<file path="config.mk">
export PLATFORM = sky130hd
export DESIGN_NAME = serial_adder
export DESIGN_NICKNAME = d
export VERILOG_FILES = /design/src/rtl/serial_adder_pkg.sv /design/src/rtl/fulladder.sv /design/src/rtl/serial_adder.sv
export SDC_FILE = /design/constraint.sdc
export NUM_CORES = 1
export LEC_CHECK = 0
export BUFFER_PORTS_ARGS = -buffer_cell sky130_fd_sc_hd__buf_4
export CAP_MARGIN = 10
export CORE_UTILIZATION = 45
export CTS_CLUSTER_SIZE = 28
export DETAILED_ROUTE_END_ITERATION = 8
export MAX_ROUTING_LAYER = met4
export PLACE_DENSITY = 0.65
export SKIP_CTS_REPAIR_TIMING = 1
export SYNTH_ARGS = -nofsm -noshare
export SYNTH_HDL_FRONTEND = slang
export SYNTH_HIERARCHICAL = 1
export SYNTH_SLANG_ARGS = --single-unit
</file>
<file path="constraint.sdc">
create_clock -name clk -period 2 [get_ports clk]
set_input_delay 0.3 -clock clk [delete_from_list [all_inputs] [get_ports clk]]
set_output_delay 0.3 -clock clk [all_outputs]
set_load 0.005 [all_outputs]
</file>
<file path="src/rtl/serial_adder_pkg.sv">
// Shared FSM state encoding and default operand width for serial_adder.
package serial_adder_pkg;
    localparam int SERIAL_ADDER_DEFAULT_WIDTH = 8;

    typedef enum logic [1:0] {
        IDLE = 2'd0,
        RUN  = 2'd1,
        DONE = 2'd2
    } state_t;
endpackage

</file>
<file path="src/rtl/fulladder.sv">
// 1-bit full adder; the per-bit datapath of serial_adder.
module fulladder (
    input  logic A,
    input  logic B,
    input  logic Cin,
    output logic Sum,
    output logic Cout
);
    assign Sum  = A ^ B ^ Cin;
    assign Cout = (A & B) | (Cin & (A ^ B));
endmodule

</file>
<file path="src/rtl/serial_adder.sv">
// Bit-serial adder: one full-add per clock, LSB first, result registered on entry to DONE.
// Optional signed-overflow output enabled by defining SERIAL_ADDER_OVF_EN.
module serial_adder
    import serial_adder_pkg::*;
#(
    parameter int WIDTH = SERIAL_ADDER_DEFAULT_WIDTH
) (
    input  logic             clk,
    input  logic             rst_n,
    input  logic             Start,
    input  logic [WIDTH-1:0] A,
    input  logic [WIDTH-1:0] B,
    input  logic             Cin,
    output logic [WIDTH-1:0] Sum,
    output logic             Cout,
    output logic             Busy,
    output logic             Done
`ifdef SERIAL_ADDER_OVF_EN
    ,
    output logic             Overflow
`endif
);
    localparam int CW = $clog2(WIDTH + 1);

    state_t           state, nxt;
    logic [WIDTH-1:0] a_sh, b_sh, res_sh;
    logic             carry;
    logic [CW-1:0]    cnt;
    logic             fa_s, fa_c;
    logic             last;

    assign last = (cnt == CW'(WIDTH - 1));

    fulladder u_fa (
        .A    (a_sh[0]),
        .B    (b_sh[0]),
        .Cin  (carry),
        .Sum  (fa_s),
        .Cout (fa_c)
    );

    always_ff @(posedge clk or negedge rst_n) begin
        if (!rst_n) state <= IDLE;
        else        state <= nxt;
    end

    always_comb begin
        nxt = state;
        case (state)
            IDLE:    if (Start) nxt = RUN;
            RUN:     if (last)  nxt = DONE;
            DONE:    nxt = IDLE;
            default: nxt = IDLE;
        endcase
    end

    always_ff @(posedge clk or negedge rst_n) begin
        if (!rst_n) begin
            a_sh   <= '0;
            b_sh   <= '0;
            res_sh <= '0;
            carry  <= 1'b0;
            cnt    <= '0;
            Sum    <= '0;
            Cout   <= 1'b0;
`ifdef SERIAL_ADDER_OVF_EN
            Overflow <= 1'b0;
`endif
        end else begin
            case (state)
                IDLE: if (Start) begin
                    a_sh  <= A;
                    b_sh  <= B;
                    carry <= Cin;
                    cnt   <= '0;
                end
                RUN: begin
                    res_sh <= {fa_s, res_sh[WIDTH-1:1]};
                    a_sh   <= a_sh >> 1;
                    b_sh   <= b_sh >> 1;
                    carry  <= fa_c;
                    cnt    <= cnt + CW'(1);
                    if (last) begin
                        Sum  <= {fa_s, res_sh[WIDTH-1:1]};
                        Cout <= fa_c;
`ifdef SERIAL_ADDER_OVF_EN
                        // In the last RUN cycle the shifters hold the original operand MSBs
                        Overflow <= (a_sh[0] == b_sh[0]) && (fa_s != a_sh[0]);
`endif
                    end
                end
                default: ;
            endcase
        end
    end

    assign Busy = (state == RUN);
    assign Done = (state == DONE);
endmodule
</file>
# Word-level counts from Yosys, hierarchy flattened
# Cells that the tools add are included.
# W data, S select, Z words.
dict set report op_classes {
  addsub 1
  n_eq_ne 5
  mux 11
  bitwise 5
  n_reduce_logical 5
}
# op n
set op_table {}
lappend op_table {{$pmux W8 S2} 2}
lappend op_table {{$mux W8} 2}
lappend op_table {{$pmux W4 S2} 1}
lappend op_table {{$reduce_and A2 Y1} 3}
lappend op_table {{$add A4 B1 Y4 const B} 1}
lappend op_table {{$eq A4 B3 Y1 const B} 1}
lappend op_table {{$mux W2} 2}
lappend op_table {{$mux W4} 1}
lappend op_table {{$pmux W2 S2} 1}
lappend op_table {{$and A1 B1 Y1} 2}
lappend op_table {{$eq A2 B1 Y1 const B} 1}
lappend op_table {{$eq A2 B2 Y1 const B} 1}
lappend op_table {{$logic_not A2 Y1} 1}
lappend op_table {{$ne A2 B1 Y1 const B} 1}
lappend op_table {{$ne A2 B2 Y1 const B} 1}
lappend op_table {{$pmux W1 S2} 1}
lappend op_table {{$reduce_bool A2 Y1} 1}
lappend op_table {{$xor A1 B1 Y1} 2}
lappend op_table {{$mux W1} 1}
lappend op_table {{$or A1 B1 Y1} 1}
dict set report totals {
  register_bits 40
  in_bits 20
  output_inout_bits 11
  elab_cells 35
}

# Depth between registers and ports, before layout
dict set report depth {
  word_depth 4
  mapped_depth 6
  mapped_depth_nobuf 4
}

# Cells and area by module
# Netlist, hierarchy kept.
# mod n_inst cells_per_inst area_each_um2 seq_area_each_um2
set modules_own_cells {}
lappend modules_own_cells {serial_adder 1 167 1745.4 975.9}
lappend modules_own_cells {fulladder 1 1 20.0 0.0}

# Least setup slack after synthesis
# Ideal clock, no wire load.
dict set report synth_path {
  path_kind {register to register}
  start {register cnt[0]}
  end {register Cout}
  setup_time_ns 0.125
  arrival_ns 1.293
  required_time_ns 1.875
  setup_slack_ns 0.582
  path_stages_with_launch 5
  n_path_buf 0
  synth_period_minus_slack_ns 1.418
  cell_sequence {dfrtp_1 ha_1 nand2_1 nor3_4 mux2_2}
}
dict set report synth_via {
  elab_chain_len 2
}
# element line
set synth_rtl {}
lappend synth_rtl {{from (decl)} serial_adder.sv:28} ;# logic [CW-1:0] cnt;
lappend synth_rtl {{from (signal assigned)} serial_adder.sv:82} ;# cnt <= cnt + CW'(1);
lappend synth_rtl {{$eq A4 B3 Y1} serial_adder.sv:32} ;# assign last = (cnt == CW'(WIDTH - 1));
lappend synth_rtl {{$reduce_and A2 Y1 (no line)} --}
lappend synth_rtl {{to (signal assigned)} serial_adder.sv:65} ;# Cout <= 1'b0;
lappend synth_rtl {{to (signal assigned)} serial_adder.sv:85} ;# Cout <= fa_c;
lappend synth_rtl {{to (decl)} serial_adder.sv:15} ;# output logic Cout,
# No other way between the ends.
# A chain may end at the register's enable or synchronous reset.

# Final worst setup path
dict set report layout_path {
  start {register cnt[0]}
  end {register Sum[1]}
}
dict set report layout_via {
  elab_chain_len 2
}
# element line
set layout_rtl {}
lappend layout_rtl {{$eq A4 B3 Y1} serial_adder.sv:32}
lappend layout_rtl {{$reduce_and A2 Y1 (no line)} --}
lappend layout_rtl {{to (signal assigned)} serial_adder.sv:84} ;# Sum <= {fa_s, res_sh[WIDTH-1:1]};
lappend layout_rtl {{to (decl)} serial_adder.sv:14} ;# output logic [WIDTH-1:0] Sum,
# No other way between the ends.

==> results.sh <==
export IMPL_outcome="finished with violations"
export IMPL_violations="hold timing"
export IMPL_dp_hpwl_mm=2.32
export IMPL_worstPathMaxFanout=10
export IMPL_core_um2=3720
export IMPL_gp_congestion=0.726
export IMPL_drive_gt1_frac=0.269
export IMPL_wl_per_cell_um=14.0
export IMPL_grtUsageTotal=0.203
export IMPL_clockRootBuffer="clkbuf_8"
export IMPL_fin_nets=222
export IMPL_drt_first_pass_iters=4
export IMPL_syn_cell_area_um2=1770
export IMPL_arrival_ps=1790
export IMPL_grt_pass1_vias=1287
export IMPL_worst_slack_ps=388
export IMPL_final_max_slew_viol_count=0
export IMPL_p_sw_mw=1.09
export IMPL_fin_util=0.575
export IMPL_ctsLongestPathBuffers=2
export IMPL_antenna_found_initial=0
export IMPL_viasPerCell=5.26
export IMPL_pwr_share_clk=0.186
export IMPL_initial_core_util=0.475
export IMPL_setup_viol=0
export IMPL_finalCritPeriodShare=0.806
export IMPL_yosysWarnings=6
export IMPL_fin_cells=249
export IMPL_rows=22
export IMPL_dpl_cell_area_um2=2040
export IMPL_synth_flop_cell="dfrtp_1"
export IMPL_synth_edf_count=0
export IMPL_chipHeight_um=64.6
export IMPL_hold_violations=39
export IMPL_fmax_ghz=0.620
export IMPL_vias=1310
export IMPL_synth_nets=190
export IMPL_rsz0062_at_grt="no"
export IMPL_grt_max_degree=40
export IMPL_p_comb_frac=0.376
export IMPL_p_leak_nw=0.993
export IMPL_end_kind="flop"
export IMPL_drv_cap=0
export IMPL_drt_wl_total_mm=3.49
export IMPL_total_power_mw=3.09
export IMPL_ant_nets=0
export IMPL_ys_top_cells_by_count="dfrtp_1 (39), nand2_1 (26), nor2b_1 (19)"
export IMPL_cts_inserted_buffers=5
export IMPL_grt_overflow=0
export IMPL_die_area_um2=4180
export IMPL_drc=0
export IMPL_setup_tns_final_ps=0
export IMPL_synth_most_common_cell="dfrtp_1"
export IMPL_critPathKind="reg -> reg"
export IMPL_async_flop_share=1.00
export IMPL_pin_count=31
export IMPL_swShare=0.352
export IMPL_grt_first_pass_wirelength_mm=6.11
export IMPL_htreeDepth=2
export IMPL_ir_worst_vdd_v=0.000756
export IMPL_finalInstanceArea_um2=2140
export IMPL_port_buffers=30
export IMPL_synth_avg_cell_area_um2=10.5
export IMPL_die_x_um=64.6
export IMPL_hold_class="in -> async"
export IMPL_sequentialPowerShare=0.438
export IMPL_skew_ps=4.48
export IMPL_yosys_cell_types_count=20
export IMPL_worstSkewPairLatency_ps=290
export IMPL_yosysTopAreaCell="dfrtp_1"
export IMPL_syn_to_final_growth_pct=21.1
export IMPL_cts_tree="built"
export IMPL_synth_area_leaders="dfrtp_1 (55%), nor2b_1 (6.7%), a22oi_1 (6.4%)"
export IMPL_clk_pin_slew_ps=70
export IMPL_worstPathRequired_ps=2170
export IMPL_synth_seq_cells=39
export IMPL_internal_power_mw=2.00
export IMPL_slew_headroom=0.664
export IMPL_place_ws_ps=367
export IMPL_drt_initial_drc_count=63
export IMPL_hold_worst_slack_ps=-32.7
export IMPL_ys_seq_area_frac=0.553
export IMPL_netlist_instances=168
export IMPL_clkSinkCount=39
export IMPL_synth_top_area_frac=0.553
export IMPL_crit_path_start_kind="flop"
export IMPL_fin_crit_ps=1610
export IMPL_powerDensity_nw_per_um2=1440
export IMPL_dp_cells=241
export IMPL_tightest_slew_ps=503
export IMPL_diodes=0
layout make-up:
type,instances,area (um^2)
flip-flops and latches,39,976
clock buffers,8,100
inverters,1,3.75
fillers,342,1580
well taps,48,60.1
repair buffers,35,263
multi-input cells,118,736
cell usage in the layout (no fill, tap or decap):
cell | synthesis | routed
o311ai_0 | 1 | 1
nor2b_1 | 19 | 19
ha_1 | 1 | 1
fa_1 | 1 | 1
a22o_1 | 2 | 2
a21oi_1 | 18 | 18
a22oi_1 | 15 | 15
nand2b_4 | 1 | 1
nor3_4 | 1 | 1
nand2_1 | 26 | 26
clkbuf_1 | 4 | 1
nor2_1 | 2 | 2
dfrtp_1 | 39 | 39
mux2_2 | 10 | 10
nand3_1 | 2 | 2
clkbuf_8 | 0 | 7
o21bai_1 | 1 | 1
inv_1 | 1 | 1
buf_4 | 2 | 35
o21ai_0 | 18 | 18
state kept, by name, summed over array words and instances (netlist names):
name / flops
Cout: 1
Sum: 8
a_sh: 8
b_sh: 8
carry: 1
cnt: 4
res_sh: 7
state: 2
per-layer routing:
metal / track usage / vias to the layer above / part of all wire
li1: - / 647 / -
met1: 0.243 / 632 / 0.47
met2: 0.332 / 26 / 0.47
met3: 0.0581 / 5 / 0.046
met4: 0.0667 / 0 / 0.014
met5: - / - / 0
worst paths after layout:
kind	cells after the start	slack (ps)	from	endpoint
worst max-delay path	4	390	cnt[0]	Sum[1]
worst min-delay path	1	-30	rst_n	b_sh[4]
worst max register to register	4	390	cnt[0]	Sum[1]
worst min register to register	2	490	res_sh[1]	res_sh[1]
max in group asynchronous	1	1690	rst_n	state[1]
min in group clk	3	290	B[1]	b_sh[1]
power by group through the flow:
stage	Sequential (mW)	Combinational (mW)	Clock (mW)
2_1_floorplan	1.32	0.790	0
3_3_place_gp	1.35	1.13	0
3_5_place_dp	1.36	1.18	0
4_1_cts	1.36	1.18	0.586
5_1_grt	1.40	1.32	0.622
6_report	1.35	1.16	0.574
logic make-up (layout without fill, tap and decap cells):
logic type	after synthesis	count (layout)	synth area share
buf+inv	11	44	0.0305
mux	10	10	0.0638
compound gates	55	55	0.185
simple gates	51	51	0.150
fa+ha+maj	2	2	0.0184
flops	39	39	0.553
worst max-delay path, cell delays in order, from the launching register on:
cell	delay (ps)
dfrtp_1	390
ha_1	190
nand2_1	110
nor3_4	410
mux2_2	390
Note: power is estimated with default switching activity, not from simulation.
